[src/rtl/dds_pkg.sv]
// ============================================================================
// Module      : dds_pkg
// Description : Shared state encoding, default timing and helpers for the
//               DDS parallel-port engine.
// Revision    : 1.0 - initial release
// ============================================================================
`default_nettype none

package dds_pkg;

   typedef enum logic [2:0] {
      ST_IDLE = 3'd0,
      ST_LO   = 3'd1,
      ST_HI   = 3'd2,
      ST_IOUP = 3'd3,
      ST_GAP  = 3'd4
   } state_e;

   localparam int c_def_num_ch   = 2;
   localparam int c_def_bytes    = 4;
   localparam int c_def_half     = 2;
   localparam int c_def_ioup_len = 2;
   localparam int c_def_cs_gap   = 3;

   function automatic int clog2min1(input int n);
      int r;
      r = $clog2(n);
      return (r < 1) ? 1 : r;
   endfunction

endpackage

`default_nettype wire

[src/rtl/dds_par_engine_arb.sv]
// ============================================================================
// Module      : dds_arb
// Description : Fixed-priority (stream over host) request arbiter and mux.
// Revision    : 1.0 - initial release
// ============================================================================
`default_nettype none

module dds_arb #(
   parameter int CH_W = 1,
   parameter int DW   = 32
) (
   input  logic            rst,
   input  logic            idle_i,
   input  logic            host_valid_i,
   input  logic            host_wr_i,
   input  logic [CH_W-1:0] host_ch_i,
   input  logic [DW-1:0]   host_data_i,
   input  logic            freq_valid_i,
   input  logic [CH_W-1:0] freq_ch_i,
   input  logic [DW-1:0]   freq_data_i,
   output logic            host_ready_o,
   output logic            freq_ready_o,
   output logic            accept_o,
   output logic [CH_W-1:0] sel_ch_o,
   output logic            sel_wr_o,
   output logic [DW-1:0]   sel_data_o
);

   always_comb begin
      freq_ready_o = idle_i & ~rst & freq_valid_i;
      host_ready_o = idle_i & ~rst & ~freq_valid_i;
      accept_o     = freq_ready_o | (host_ready_o & host_valid_i);
      // Stream frames are always writes.
      if (freq_valid_i) begin
         sel_ch_o   = freq_ch_i;
         sel_wr_o   = 1'b1;
         sel_data_o = freq_data_i;
      end else begin
         sel_ch_o   = host_ch_i;
         sel_wr_o   = host_wr_i;
         sel_data_o = host_data_i;
      end
   end

endmodule

`default_nettype wire

[src/rtl/dds_par_engine.sv]
// ============================================================================
// Module      : dds_par_engine
// Description : Multi-chip DDS parallel-port engine (write/read frames,
//               IO_UPDATE pulse, CS gap) with host and stream request ports.
// Revision    : 1.0 - initial release
// ============================================================================
`default_nettype none

module dds_par_engine
   import dds_pkg::*;
#(
   parameter int NUM_CH   = c_def_num_ch,
   parameter int CH_W     = clog2min1(NUM_CH),
   parameter int BYTES    = c_def_bytes,
   parameter int HALF     = c_def_half,
   parameter int IOUP_LEN = c_def_ioup_len,
   parameter int CS_GAP   = c_def_cs_gap
) (
   input  logic               clk,
   input  logic               rst,
   input  logic               host_valid,
   output logic               host_ready,
   input  logic               host_wr,
   input  logic [CH_W-1:0]    host_ch,
   input  logic [8*BYTES-1:0] host_data,
   output logic               rsp_valid,
   output logic [8*BYTES-1:0] rsp_data,
   input  logic               freq_valid,
   output logic               freq_ready,
   input  logic [CH_W-1:0]    freq_ch,
   input  logic [8*BYTES-1:0] freq_data,
   output logic               busy,
   output logic               dds_pclk,
   output logic [NUM_CH-1:0]  dds_csn,
   output logic               dds_rwn,
   output logic               dds_read_en,
   output logic               dds_ioup,
   output logic [7:0]         dds_dout,
   input  logic [7:0]         dds_din
);

   localparam int c_dw   = 8 * BYTES;
   localparam int c_tmax = (HALF > IOUP_LEN) ? ((HALF > CS_GAP) ? HALF : CS_GAP)
                                             : ((IOUP_LEN > CS_GAP) ? IOUP_LEN : CS_GAP);
   localparam int c_cw   = clog2min1(c_tmax + 1);
   localparam int c_bw   = clog2min1(BYTES + 1);

   state_e            state_q, state_d;
   logic [c_cw-1:0]   cnt_q, cnt_d;
   logic [c_bw-1:0]   byte_q, byte_d;
   logic [CH_W-1:0]   ch_q, ch_d;
   logic              wr_q, wr_d;
   logic [c_dw-1:0]   shift_q, shift_d;
   logic [c_dw-1:0]   cap_q, cap_d;
   logic [NUM_CH-1:0] csn_q, csn_d;
   logic              pclk_q, pclk_d, rwn_q, rwn_d, rden_q, rden_d, ioup_q, ioup_d;
   logic [7:0]        dout_q, dout_d;
   logic              rsp_valid_q, rsp_valid_d;
   logic [c_dw-1:0]   rsp_data_q, rsp_data_d;

   logic              accept_w, sel_wr_w;
   logic [CH_W-1:0]   sel_ch_w;
   logic [c_dw-1:0]   sel_data_w;
   logic [NUM_CH-1:0] hit_w;

   dds_arb #(.CH_W(CH_W), .DW(c_dw)) u_arb (
      .rst          (rst),
      .idle_i       (state_q == ST_IDLE),
      .host_valid_i (host_valid),
      .host_wr_i    (host_wr),
      .host_ch_i    (host_ch),
      .host_data_i  (host_data),
      .freq_valid_i (freq_valid),
      .freq_ch_i    (freq_ch),
      .freq_data_i  (freq_data),
      .host_ready_o (host_ready),
      .freq_ready_o (freq_ready),
      .accept_o     (accept_w),
      .sel_ch_o     (sel_ch_w),
      .sel_wr_o     (sel_wr_w),
      .sel_data_o   (sel_data_w)
   );

   always_comb begin
      state_d = state_q;
      cnt_d   = cnt_q;
      byte_d  = byte_q;
      ch_d    = ch_q;
      wr_d    = wr_q;
      shift_d = shift_q;
      cap_d   = cap_q;
      case (state_q)
         ST_IDLE: if (accept_w) begin
            ch_d    = sel_ch_w;
            wr_d    = sel_wr_w;
            shift_d = sel_data_w;
            cnt_d   = '0;
            byte_d  = '0;
            state_d = ST_LO;
         end
         ST_LO: if (cnt_q == c_cw'(HALF - 1)) begin
            cnt_d   = '0;
            state_d = ST_HI;
         end else cnt_d = cnt_q + 1'b1;
         ST_HI: if (cnt_q == c_cw'(HALF - 1)) begin
            cnt_d = '0;
            if (!wr_q) cap_d = c_dw'({cap_q, dds_din});
            if (byte_q == c_bw'(BYTES - 1)) begin
               byte_d  = '0;
               state_d = wr_q ? ST_IOUP : ST_GAP;
            end else begin
               byte_d  = byte_q + 1'b1;
               shift_d = shift_q << 8;
               state_d = ST_LO;
            end
         end else cnt_d = cnt_q + 1'b1;
         ST_IOUP: if (cnt_q == c_cw'(IOUP_LEN - 1)) begin
            cnt_d   = '0;
            state_d = ST_GAP;
         end else cnt_d = cnt_q + 1'b1;
         ST_GAP: if (cnt_q == c_cw'(CS_GAP - 1)) begin
            cnt_d   = '0;
            state_d = ST_IDLE;
         end else cnt_d = cnt_q + 1'b1;
         default: state_d = ST_IDLE;
      endcase
   end

   // An out-of-range channel matches no bit, so every chip select stays high.
   for (genvar gi = 0; gi < NUM_CH; gi++) begin : g_csn
      assign hit_w[gi] = (ch_d == CH_W'(gi));
   end

   // Pin values follow the next state so they line up with it once registered.
   always_comb begin
      csn_d  = '1;
      pclk_d = 1'b0;
      rwn_d  = 1'b0;
      rden_d = 1'b0;
      ioup_d = 1'b0;
      dout_d = 8'h00;
      if (state_d == ST_LO || state_d == ST_HI) begin
         csn_d  = ~hit_w;
         pclk_d = (state_d == ST_HI);
         rwn_d  = ~wr_d;
         rden_d = ~wr_d;
         if (wr_d) dout_d = shift_d[c_dw-1 -: 8];
      end else if (state_d == ST_IOUP) begin
         ioup_d = 1'b1;
      end
      rsp_valid_d = (state_q == ST_HI) && (state_d == ST_GAP);
      rsp_data_d  = rsp_valid_d ? cap_d : rsp_data_q;
   end

   always_ff @(posedge clk) begin
      if (rst) begin
         state_q     <= ST_IDLE;
         cnt_q       <= '0;
         byte_q      <= '0;
         ch_q        <= '0;
         wr_q        <= 1'b0;
         shift_q     <= '0;
         cap_q       <= '0;
         csn_q       <= '1;
         pclk_q      <= 1'b0;
         rwn_q       <= 1'b0;
         rden_q      <= 1'b0;
         ioup_q      <= 1'b0;
         dout_q      <= 8'h00;
         rsp_valid_q <= 1'b0;
         rsp_data_q  <= '0;
      end else begin
         state_q     <= state_d;
         cnt_q       <= cnt_d;
         byte_q      <= byte_d;
         ch_q        <= ch_d;
         wr_q        <= wr_d;
         shift_q     <= shift_d;
         cap_q       <= cap_d;
         csn_q       <= csn_d;
         pclk_q      <= pclk_d;
         rwn_q       <= rwn_d;
         rden_q      <= rden_d;
         ioup_q      <= ioup_d;
         dout_q      <= dout_d;
         rsp_valid_q <= rsp_valid_d;
         rsp_data_q  <= rsp_data_d;
      end
   end

   assign busy        = (state_q != ST_IDLE);
   assign dds_csn     = csn_q;
   assign dds_pclk    = pclk_q;
   assign dds_rwn     = rwn_q;
   assign dds_read_en = rden_q;
   assign dds_ioup    = ioup_q;
   assign dds_dout    = dout_q;
   assign rsp_valid   = rsp_valid_q;
   assign rsp_data    = rsp_data_q;

endmodule

`default_nettype wire

[config.mk]
export PLATFORM = sky130hd
export DESIGN_NAME = dds_par_engine
export DESIGN_NICKNAME = d
export VERILOG_FILES = /design/src/rtl/dds_pkg.sv /design/src/rtl/dds_par_engine_arb.sv /design/src/rtl/dds_par_engine.sv
export SDC_FILE = /design/constraint.sdc
export NUM_CORES = 1
export LEC_CHECK = 0
export CAP_MARGIN = 20
export CELL_PAD_IN_SITES_DETAIL_PLACEMENT = 1
export CELL_PAD_IN_SITES_GLOBAL_PLACEMENT = 1
export CORE_MARGIN = 10
export CORE_UTILIZATION = 33
export CTS_BUF_LIST = sky130_fd_sc_hd__clkbuf_8
export CTS_CLUSTER_SIZE = 8
export DETAILED_ROUTE_END_ITERATION = 7
export MAX_ROUTING_LAYER = met4
export PLACE_DENSITY_LB_ADDON = 0.15
export SLEW_MARGIN = 10
export SYNTH_ARGS = -nofsm -noshare
export SYNTH_HDL_FRONTEND = slang
export SYNTH_HIERARCHICAL = 1
export SYNTH_SLANG_ARGS = --single-unit
[constraint.sdc]
create_clock -name clk -period 2.6 [get_ports clk]
set_clock_uncertainty 0.05 [all_clocks]
set_input_delay 0.52 -clock clk [delete_from_list [all_inputs] [get_ports clk]]
set_output_delay 0.52 -clock clk [all_outputs]
set_load 0.005 [all_outputs]
==> metrics.csv, run 1 <==
stage,metric,value,unit
pwr,VDD IR-drop max,0.337,mV
worst_setup_path,worst endpoint data arrival time,1900,ps
clock_network,number of CTS-inserted buffers,9,
yosys,"FF+latch count, synth",112,
routing,Final ANT Viol Nets,0,
pwr,pwr dens,526,nW/µm²
yosys,adder-cell share of the synthesized area,0.267,%
floorplanning,Core ar.,13900,µm²
placed_design,Placed Area,6100,µm²
worst_setup_path,worst-path maximum fanout,3,
placed_design,Placer Congestion,0.806,
yosys,Synth Flop Type,dfxtp_1,
cells_and_area,area growth from synthesis to layout,34.2,%
min_path,worst hold start,rsp_data[19]$_SDFFE_PP0P_,
clock_network,CTS Root Cell,clkbuf_8,
routing,Routed WL per cell,16.6,µm
grt,largest net degree at the start of global routing,100,
yosys,XOR/XNOR share of the synthesized area,0,%
cells_and_area,number of antenna diodes,0,
grt,initial antenna violation count,0,
yosys,Post-Synthesis Net Count,611,
clock_network,Sink Count,112,
yosys,Simple-Gate Fraction of Synth Area,19.8,%
cells_and_area,final non-filler cell area,6280,µm²
yosys,combinational family with the most area after synthesis,simple AND/OR/NAND/NOR gates,
placed_design,HPWL after DPL,10100,µm
timing,Pins Over Slew Limit,0,
clock_network,Skew-Pair Late Insertion Delay,390,ps
cells_and_area,share of post-route cells with drive strength above 1,11.9,%
routing,DR pass1 iterations,4,
min_path,Hold WC Path Type,flip-flop to flip-flop,
timing,Tightest Pin Transition,1050,ps
yosys,"FFs w/ async S/R, synth",0,%
floorplanning,Die Ht,139,µm
pwr,Power Total,3.30,mW
worst_setup_path,CP endpoint kind,primary output,
floorplanning,Die W,139,µm
timing,Min Hold Slack,406,ps
routing,routed vias/inst,4.94,
grt,first-pass GRT wire length,22800,µm
timing,fmax,405,MHz
cells_and_area,post-layout net count,724,
timing,Fin. Hold Viols,0,
routing,Residual DRC,0,
yosys,Mapped Cells,531,
timing,# setup viols final,0,
placed_design,Port Buffers,128,
yosys,post-synthesis cell type count,44,
timing,RSZ-0062 raised after global routing,true,
placed_design,Setup Slack @ Placement,38.5,ps
clock_network,H-Tree Depth,3,
floorplanning,Initial Utilization,33.7,%
routing,via count,4097,
grt,vias in the first global route,4348,
floorplanning,io pins,129,
grt,Tot GR Track Use,14.5,%
floorplanning,Cell Rows,43,
worst_setup_path,critical path required time,2030,ps
worst_setup_path,CP startpoint kind,flip-flop,
outcome,status,finished clean,
timing,"Period Utilization, post-route",95.0,%
clock_network,Post-CTS Resized,0,
routing,1st-iter DRT viols,149,
yosys,Mapped Avg Cell Area,8.82,µm²
yosys,Post-synth EDFFs,0,
yosys,"Seq/Total Area, Yosys",47.9,%
worst_setup_path,RR Startpoint,state_q[2]$_SDFF_PP0_,
yosys,compound-gate portion of the synthesized area,15.9,%
floorplanning,Die Footprint,19400,µm²
yosys,Post-Synthesis Cell Area,4680,µm²
yosys,mux cell area share after synthesis,10.7,%
clock_network,CTS tree,yes,
grt,grt ovf,0,
yosys,Yosys Warn Count,6,
clock_network,clk slew on worst S/H paths,100,ps
clock_network,hold_buf cts,0,
clock_network,clk buf depth,2,
worst_setup_path,crit path kind,flip-flop to primary output,
timing,post-route setup slack,131,ps
cells_and_area,fillers,1643,
timing,Period minus WS final,2470,ps
job,Max-Cap Viols,0,
clock_network,Post-CTS Setup Bufs,0,
worst_setup_path,Setup crit start,state_q[2]$_SDFF_PP0_,
pwr,Lkg Pwr,2.23,nW
routing,final wirelength,13800,µm
timing,slew margin rel.,29.9,%
[cells in the mapped netlist, types with 6 or more instances]
| master | instances | area share, % |
|---|---|---|
| nand2_1 | 130 | 10 |
| dfxtp_1 | 112 | 48 |
| a21oi_1 | 78 | 8.3 |
| nor2_1 | 41 | 3.3 |
| mux2_4 | 26 | 8.3 |
| a22oi_1 | 24 | 3.8 |
| clkbuf_1 | 22 | 1.8 |
| buf_2 | 15 | 1.6 |
| and2_1 | 9 | 1.2 |
| a221oi_1 | 8 | 1.5 |
| mux2_2 | 8 | 1.9 |
| nor2b_1 | 6 | 0.80 |
[layout make-up]
cell class	count	area, µm²	share of cell area [%]
sequential	112	2240	35.7
timing repair buffer	145	1420	22.6
clock buffer	9	124	1.97
multi-input combinational	371	2210	35.1
inverter	5	18.8	0.299
clock inverter	7	47.5	0.757
tap	180	225	3.58
[layer usage]
| layer | track usage, % | vias to the layer above | part of all wire (%) |
|---|---|---|---|
| li1 | - | 2025 | - |
| met1 | 16.9 | 1988 | 44 |
| met2 | 24.3 | 71 | 51 |
| met3 | 3.80 | 13 | 3.7 |
| met4 | 3.46 | 0 | 0.96 |
| met5 | - | - | 0 |
[worst paths after layout]
path / end / slack (ps) / cells past startpoint
hold / removal: rsp_data[19]$_SDFFE_PP0P_ / 410 / 2
setup reg to reg: shift_q[4]$_SDFFE_PP0P_ / 210 / 9
hold reg to reg: rsp_data[19]$_SDFFE_PP0P_ / 410 / 2
setup / recovery: freq_ready / 130 / 5
[cell families after synthesis]
logic type / Yosys count
buf+inv: 48
simple gates: 210
flops: 112
fa+ha+maj: 1
mux: 36
compound gates: 124
[stage by stage]
| step | util, % | TNS [ps] | std cells |
|---|---|---|---|
| finish | 45.3 | 0 | 829 |
| global route | 45.3 | -14.2 | 829 |
| CTS | 45.2 | 0 | 829 |
| detailed placement | 43.9 | 0 | 813 |
| global placement | 43.9 | 0 | 813 |
| floorplan | - | 0 | 531 |
[layout by cell type, fill, tap and decap left out, types with 3 or more instances in the layout]
master,netlist,final
a22oi_1,24,24
clkdlybuf4s50_1,0,126
mux2_2,8,8
mux2_4,26,26
nand2b_1,3,3
o21ai_0,3,3
inv_1,5,7
nand4_1,3,3
and2_1,9,9
nand2_1,130,130
nor2_1,41,41
a21oi_1,78,78
buf_4,2,16
clkbuf_8,0,9
dfxtp_1,112,112
nor2b_1,6,6
a221oi_1,8,6
nand3_1,3,3
[flip-flops by register name, summed over array words and instances, names as in the netlist, 2 cells and up]
register  cells
rsp_data     32
shift_q      32
cap_q        24
dds_dout      8
byte_q        3
state_q       3
cnt_q         2
dds_csn       2
[report_power, final]
group / internal, mW / switching (mW) / total (mW)
clock: 0.351 / 0.597 / 0.948
combinational: 0.299 / 0.245 / 0.544
sequential: 1.78 / 0.0368 / 1.81
[worst max-delay path: stages, from the launching register on]
cell and delay [ps]:
dfxtp_1 320, or3_1 430, inv_1 80, nand2b_1 90, nor2_1 100, clkdlybuf4s50_1 510
No activity file was read; power rests on OpenSTA's default activity.
==> run 2, diff against run 1 <==
--- a/config.mk
+++ b/config.mk
@@ -6,11 +6,12 @@
 export NUM_CORES = 1
 export LEC_CHECK = 0
 export CAP_MARGIN = 20
-export CELL_PAD_IN_SITES_DETAIL_PLACEMENT = 1
-export CELL_PAD_IN_SITES_GLOBAL_PLACEMENT = 1
+export CELL_PAD_IN_SITES_DETAIL_PLACEMENT = 0
+export CELL_PAD_IN_SITES_GLOBAL_PLACEMENT = 2
 export CORE_MARGIN = 10
-export CORE_UTILIZATION = 33
+export CORE_UTILIZATION = 26
 export CTS_BUF_LIST = sky130_fd_sc_hd__clkbuf_8
+export CTS_CLUSTER_DIAMETER = 120
 export CTS_CLUSTER_SIZE = 8
 export DETAILED_ROUTE_END_ITERATION = 7
 export MAX_ROUTING_LAYER = met4
==> metrics.csv, run 2 (synthesis results as in run 1) <==
stage,metric,value,unit,change
outcome,status,finished clean,,unchanged
clock_network,CTS Root Cell,clkbuf_8,,unchanged
floorplanning,io pins,129,,unchanged
grt,vias in the first global route,4084,,was 4348
cells_and_area,share of post-route cells with drive strength above 1,12.6,%,was 11.9%
cells_and_area,fillers,1851,,was 1643
timing,# setup viols final,0,,unchanged
worst_setup_path,worst-path maximum fanout,3,,unchanged
clock_network,Sink Count,112,,unchanged
clock_network,clk slew on worst S/H paths,100,ps,about the same
worst_setup_path,CP startpoint kind,flip-flop,,unchanged
routing,Final ANT Viol Nets,0,,unchanged
grt,initial antenna violation count,0,,unchanged
floorplanning,Cell Rows,49,,was 43
floorplanning,Die Ht,154,µm,was 139 µm
cells_and_area,"commonest non-fill, non-tap cell in the layout",nand2_1,,unchanged
clock_network,number of CTS-inserted buffers,9,,unchanged
clock_network,Skew-Pair Late Insertion Delay,390,ps,about the same
clock_network,clk buf depth,2,,unchanged
placed_design,HPWL after DPL,9510,µm,was 10100 µm
placed_design,Placed Area,6130,µm²,was 6100 µm²
grt,largest net degree at the start of global routing,100,,unchanged
routing,routed vias/inst,4.53,,was 4.94
timing,Period minus WS final,2420,ps,was 2470 ps
job,Max-Cap Viols,0,,unchanged
timing,Min Hold Slack,405,ps,was 406 ps
floorplanning,Die Footprint,23800,µm²,was 19400 µm²
routing,Routed WL per cell,15.4,µm,was 16.6 µm
worst_setup_path,CP endpoint kind,primary output,,unchanged
placed_design,Placer Congestion,0.721,,was 0.806
floorplanning,Core ar.,17800,µm²,was 13900 µm²
pwr,VDD IR-drop max,0.207,mV,was 0.337 mV
cells_and_area,area growth from synthesis to layout,37.5,%,was 34.2%
routing,via count,3983,,was 4097
floorplanning,Die W,154,µm,was 139 µm
cells_and_area,number of antenna diodes,0,,unchanged
cells_and_area,most frequent cells in the layout,"nand2_1, clkdlybuf4s50_1, dfxtp_1",,unchanged
timing,Fin. Hold Viols,0,,unchanged
worst_setup_path,worst endpoint data arrival time,1850,ps,was 1900 ps
placed_design,Port Buffers,128,,unchanged
pwr,pwr dens,548,nW/µm²,was 526 nW/µm²
worst_setup_path,crit path kind,flip-flop to primary output,,unchanged
timing,Pins Over Slew Limit,0,,unchanged
timing,post-route setup slack,180,ps,was 131 ps
worst_setup_path,critical path required time,2030,ps,about the same
routing,final wirelength,13500,µm,was 13800 µm
clock_network,CTS tree,yes,,unchanged
min_path,Hold WC Path Type,flip-flop to flip-flop,,unchanged
clock_network,H-Tree Depth,3,,unchanged
cells_and_area,post-layout net count,726,,was 724
routing,DR pass1 iterations,5,,was 4
floorplanning,Initial Utilization,26.3,%,was 33.7%
pwr,Lkg Pwr,2.26,nW,was 2.23 nW
timing,fmax,413,MHz,was 405 MHz
grt,grt ovf,0,,unchanged
routing,Residual DRC,0,,unchanged
timing,Tightest Pin Transition,1080,ps,was 1050 ps
routing,1st-iter DRT viols,182,,was 149
grt,Tot GR Track Use,11.4,%,was 14.5%
timing,slew margin rel.,28.1,%,was 29.9%
cells_and_area,final non-filler cell area,6440,µm²,was 6280 µm²
timing,"Period Utilization, post-route",93.1,%,was 95.0%
grt,first-pass GRT wire length,21700,µm,was 22800 µm
placed_design,Setup Slack @ Placement,-168,ps,was 38.5 ps
cells_and_area,Post-Route Utilization,36.1,%,was 45.3%
pwr,Power Total,3.53,mW,was 3.30 mW
==> run 2: cell count changes in the layout (fill, tap and decap cells not counted), sizes merged <==
cell      previous run  this run
clkinv               3         2
inv                  9         6
bufinv               0         2
buf                 19        20
clkbuf               9        10
clkinvlp             0         2
==> run 2: path summary, 6_finish.rpt <==
check                                                from                   endpoint  slack, ps  cells after the start
worst min-delay path            rsp_data[30]$_SDFFE_PP0P_  rsp_data[30]$_SDFFE_PP0P_        410                      2
worst min register to register  rsp_data[30]$_SDFFE_PP0P_  rsp_data[30]$_SDFFE_PP0P_        410                      2
worst max register to register      state_q[2]$_SDFF_PP0_     dds_dout[6]$_SDFF_PP0_        190                     10
worst max-delay path                state_q[2]$_SDFF_PP0_                 host_ready        180                      5
==> run 2: worst max-delay path, cell delays in order, from the launching register on <==
cell             delay [ps]
dfxtp_1                 320
or3_1                   390
inv_1                    70
nand2b_1                 80
nor2_1                  100
clkdlybuf4s50_1         520
==> run 2: final cells by class <==
cell class | count | area [µm²] | share of cell area [%]
clock buffers | 9 | 124 | 1.92
inverters | 5 | 18.8 | 0.291
flip-flops and latches | 112 | 2240 | 34.8
clock inverters | 7 | 93.8 | 1.46
well taps | 229 | 287 | 4.45
repair buffers | 147 | 1450 | 22.5
multi-input cells | 371 | 2220 | 34.5
==> run 2: per-stage QoR <==
stage	std cells	setup TNS, ps
after floorplan	531	0
after global placement	860	-2100
after detailed placement	860	-2420
after CTS	876	0
after global routing	880	-238
final	880	0
==> run 2: timing repair <==
action                     CTS  global route
hold buffers                 0             0
resized for setup            0             8
setup endpoints to repair    0             9
setup buffers                0             2
==> run 2: routing by layer <==
metal / up-vias / routed length (µm) / GRT usage (%)
li1: 2031 / - / -
met1: 1859 / 6160 / 13.3
met2: 85 / 6600 / 18.6
met3: 8 / 645 / 3.74
met4: 0 / 129 / 2.70
met5: - / 0 / -
==> run 2: power by group <==
part	leakage [nW]	internal, mW	total (mW)	switching, mW
Sequential	0.907	1.78	1.81	0.0341
Clock	0.106	0.543	1.15	0.605
Combinational	1.25	0.319	0.570	0.251
==> run 3, diff against run 2 <==
--- a/config.mk
+++ b/config.mk
@@ -16,7 +16,6 @@
 export DETAILED_ROUTE_END_ITERATION = 7
 export MAX_ROUTING_LAYER = met4
 export PLACE_DENSITY_LB_ADDON = 0.15
-export SLEW_MARGIN = 10
 export SYNTH_ARGS = -nofsm -noshare
 export SYNTH_HDL_FRONTEND = slang
 export SYNTH_HIERARCHICAL = 1
==> results of run 3 <==
Same layout as run 2: the final DEF is identical, and so are final timing and power.
==> patch 1, RTL diff (flow settings as in run 2) <==
Set the package constant `c_def_ioup_len` to 1 (it was 2).
--- a/src/rtl/dds_pkg.sv
+++ b/src/rtl/dds_pkg.sv
@@ -20,5 +20,5 @@
    localparam int c_def_bytes    = 4;
    localparam int c_def_half     = 2;
-   localparam int c_def_ioup_len = 2;
+   localparam int c_def_ioup_len = 1;
    localparam int c_def_cs_gap   = 3;
 
Behaviour: no difference found for any inputs over 10 cycles, from zero or initial values and one cycle with rst high; that may be too few to reach the edited logic, so the function may still have changed.
==> patch 1 against run 2 <==
Routed wire length grew 5.5%; area after synthesis grew 4.1%; sequential cell count is the same; die area grew 3.6%; power shrank 3.5%; sequential share of layout area shrank 0.50 points; synthesized cell count grew 3.8%; final area grew 1.5%; worst setup slack lost 0.070 ns; largest power group unchanged.
==> patch 1: results <==
placement:
  place_congestion: 0.769
  dp_cells: 884
  post_dp_cell_area_um2: 6320
  post-dp-hpwl_um: 10200
final_layout:
  multiInputGateArea_um2: 2360
  multi_input_gates: 387
  clock_buffers: 12
  clock_area_share_pct: 2.83
  final_nets: 748
  drive_above_1_share_pct: 11.8
  num-nonclk-inverters: 6
  design.seq.count: 112
  buf_share_pct: 21.9
grt:
  grt_pass1_wl_um: 22200
  grt_usage_pct: 11.8
worst_setup_path:
  ff2ff_setup_slack_ns: 0.21
  r2r_end: "dds_csn[0]$_SDFF_PP1_"
  crit_family: "simple AND/OR/NAND/NOR gates"
  cp.arrival_ns: 1.92
worst_hold_path:
  hold_start: "rsp_data[27]$_SDFFE_PP0P_"
  hold_end: "rsp_data[27]$_SDFFE_PP0P_"
power:
  ir_drop_mv: 0.230
logic_synthesis:
  synth-seq-area-share_pct: 46.0
  synth_cell_types: 46
  yosys.area_share.adder_pct: 1.80
  netlist_top_cells_count: "nand2_1, dfxtp_1, a21oi_1, mux2_4, nor2_1"
  synth_mux_area_share_pct: 10.9
  synth-compound-area-share_pct: 15.0
  synth.net_count: 637
  synth_area_leaders: "dfxtp_1, nand2_1, a21oi_1"
sta:
  relSlewSlack_pct: 26.2
  min_period_ns: 2.49
  hold_ws_ns: 0.406
outcome:
  status: "finished clean"
route:
  routed_wl_um: 14300
  drtIter0Drc: 239
  dr.pass1.iters: 4
  wl_per_cell_um: 15.9
==> patch 1: cell types whose count changed after synthesis, moves of 4 or more <==
cell     delta
nor4_1      +8
nor2_1     -17
ha_1        +6
a21oi_1     +5
a22oi_1     -7
nand3_1     +7
nand2_1    +11
mux2i_1     +4
==> patch 1: report_power, final <==
group,total (uW),leakage [uW],internal (uW),switching [uW]
Sequential,1810,0.000907,1780,34.0
Clock,1010,0.000101,421,591
Combinational,579,0.00127,316,263
Total,3400,0.00228,2510,889
==> patch 1: routing by layer <==
metal  vias to the layer above  global-route usage (%)  wire, um
met5                         -                       -         0
met4                         0                    4.18       199
met3                        13                    2.35       535
met2                        81                    17.7      6470
met1                      1861                    15.4      7080
li1                       2094                       -         -
==> patch 2, RTL diff (settings of run 2) <==
Made on the original files. The 5 states of `state_e` get a one-hot encoding in 5 bits.
--- a/src/rtl/dds_pkg.sv
+++ b/src/rtl/dds_pkg.sv
@@ -9,10 +9,10 @@
 package dds_pkg;
 
-   typedef enum logic [2:0] {
-      ST_IDLE = 3'd0,
-      ST_LO   = 3'd1,
-      ST_HI   = 3'd2,
-      ST_IOUP = 3'd3,
-      ST_GAP  = 3'd4
+   typedef enum logic [4:0] {
+      ST_IDLE = 5'b00001,
+      ST_LO   = 5'b00010,
+      ST_HI   = 5'b00100,
+      ST_IOUP = 5'b01000,
+      ST_GAP  = 5'b10000
    } state_e;
 
Check against the original RTL: no difference found for any inputs over 10 cycles, from zero or initial values and one cycle with rst high; not proved beyond that.
==> patch 2 against run 2 <==
Final area increased by 6.3%; power grew 22%; fmax up 5.1%; largest power group is now clock; first-iteration DRC count rose by 14%; worst setup slack gained 0.12 ns; critical path depth up 4; routed wire length increased by 9.8%; area after synthesis grew 5.3%; sequential cell count grew 2.
==> patch 2: results <==
outcome:
  status: "finished clean"
worst_setup_path:
  r2r_end: "dds_dout[0]$_SDFF_PP0_"
  crit_path_max_incr_delay_ns: 0.43
  slowest_stage: "o32a_4"
  ff2ff_setup_slack_ns: 0.30
  cp.arrival_ns: 2.57
  crit_fanout: 30
  reg2reg_depth: 9
logic_synthesis:
  netlist_top_cells_count: "nand2_1, dfxtp_1, a21oi_1, nor2_1"
  synth.net_count: 633
  syn_inst: 553
  synth_ff_type: "dfxtp_1"
  synth-seq-area-share_pct: 46.3
  synth_cell_types: 47
  synth_area_leaders: "dfxtp_1, nand2_1, a21oi_1"
route:
  drtIter0Drc: 207
  routed_wl_um: 14900
  dr.pass1.iters: 4
  num_vias: 4268
  wl_per_cell_um: 16.3
final_layout:
  drive_above_1_share_pct: 14.1
  final_nets: 747
cts:
  clk_latency_ns: 0.43
  cts_buffers: 17
  post_cts_buffers: 0
  cts_root_buf: "clkbuf_8"
  clockBufferDepth: 2
  clk_pin_slew_ns: 0.07
  h-tree-depth: 4
power:
  ir_drop_mv: 0.260
  p_leak_uw: 0.00250
placement:
  dp_cells: 882
  post-dp-hpwl_um: 10400
  place_congestion: 0.849
  post_dp_cell_area_um2: 6350
worst_hold_path:
  hp-class: "register to register"
  hold_start: "rsp_data[7]$_SDFFE_PP0P_"
  hold_end: "rsp_data[7]$_SDFFE_PP0P_"
grt:
  antenna_found_initial: 0
  grt_max_degree: 82
  grt_pass1_wl_um: 23100
  grt_usage_pct: 12.2
  grt_pass1_vias: 4209
sta:
  hold_ws_ns: 0.403
  finalMaxSlewViolations: 0
  relSlewSlack_pct: 41.0
==> patch 2: cell families after synthesis <==
logic type | synth area share [%]
buf+inv | 6.42
compound gates | 16.8
mux | 10.1
xor+xnor | 0.178
simple gates | 19.9
fa+ha+maj | 0.254
flops | 46.3
==> patch 2: how the worst max path moves through the flow <==
stage	end	slack, ns	cells past startpoint	start
final	dds_dout[0]$_SDFF_PP0_	0.30	9	state_q[2]$_SDFF_PP0_
after global routing	dds_dout[6]$_SDFF_PP0_	0.07	9	state_q[2]$_SDFF_PP0_
after CTS	host_ready	0.01	6	state_q[2]$_SDFF_PP0_
after detailed placement	dds_dout[0]$_SDFF_PP0_	0.14	9	state_q[4]$_SDFF_PP0_
after global placement	dds_dout[0]$_SDFF_PP0_	0.25	9	state_q[4]$_SDFF_PP0_
after floorplan	dds_dout[0]$_SDFF_PP0_	0.20	12	state_q[3]$_SDFF_PP0_
==> patch 2: stage by stage <==
step / worst slack [ns] / power [uW] / util [%]
2_1_floorplan: 0.199 / 2130 / -
3_3_place_gp: 0.251 / 2340 / 34.0
3_5_place_dp: 0.136 / 2350 / 34.0
4_1_cts: 0.0130 / 4370 / 36.5
5_1_grt: 0.0731 / 4490 / 36.6
6_report: 0.298 / 4300 / 36.6
==> patch 2: final cells by class <==
type	instances	area, um2
fillers	1907	11900
multi-input cells	387	2350
flip-flops and latches	114	2280
repair buffers	143	1430
well taps	234	293
clock inverters	15	239
clock buffers	17	234
inverters	4	15.0
==> patch 2: metal layers <==
layer,vias to the layer above,track usage [%],share of wire (%)
li1,2130,-,-
met1,2036,15.1,47
met2,90,19.1,48
met3,12,3.12,3.6
met4,0,4.14,1.1
met5,-,-,0
==> patch 2: report_power, final <==
| part | leakage (uW) | internal, uW | switching, uW | total, uW |
|---|---|---|---|---|
| Combinational | 0.00133 | 268 | 202 | 470 |
| Sequential | 0.000923 | 1800 | 40.4 | 1840 |
| Clock | 0.000245 | 1230 | 758 | 1990 |
==> patch 2: what timing repair did <==
action | 4_1_cts | 5_1_grt
pin swaps | 1 | 0
setup endpoints to repair | 2 | 1
resized for setup | 3 | 2
==> patch 2: critical path, delay by kind of cell, from the launching register on <==
kind,cells,cell delay (ns)
DFF,1,0.34
buffers and inverters,1,0.07
AOI/OAI and AO/OA,2,0.82
and+or+nand+nor,6,0.90
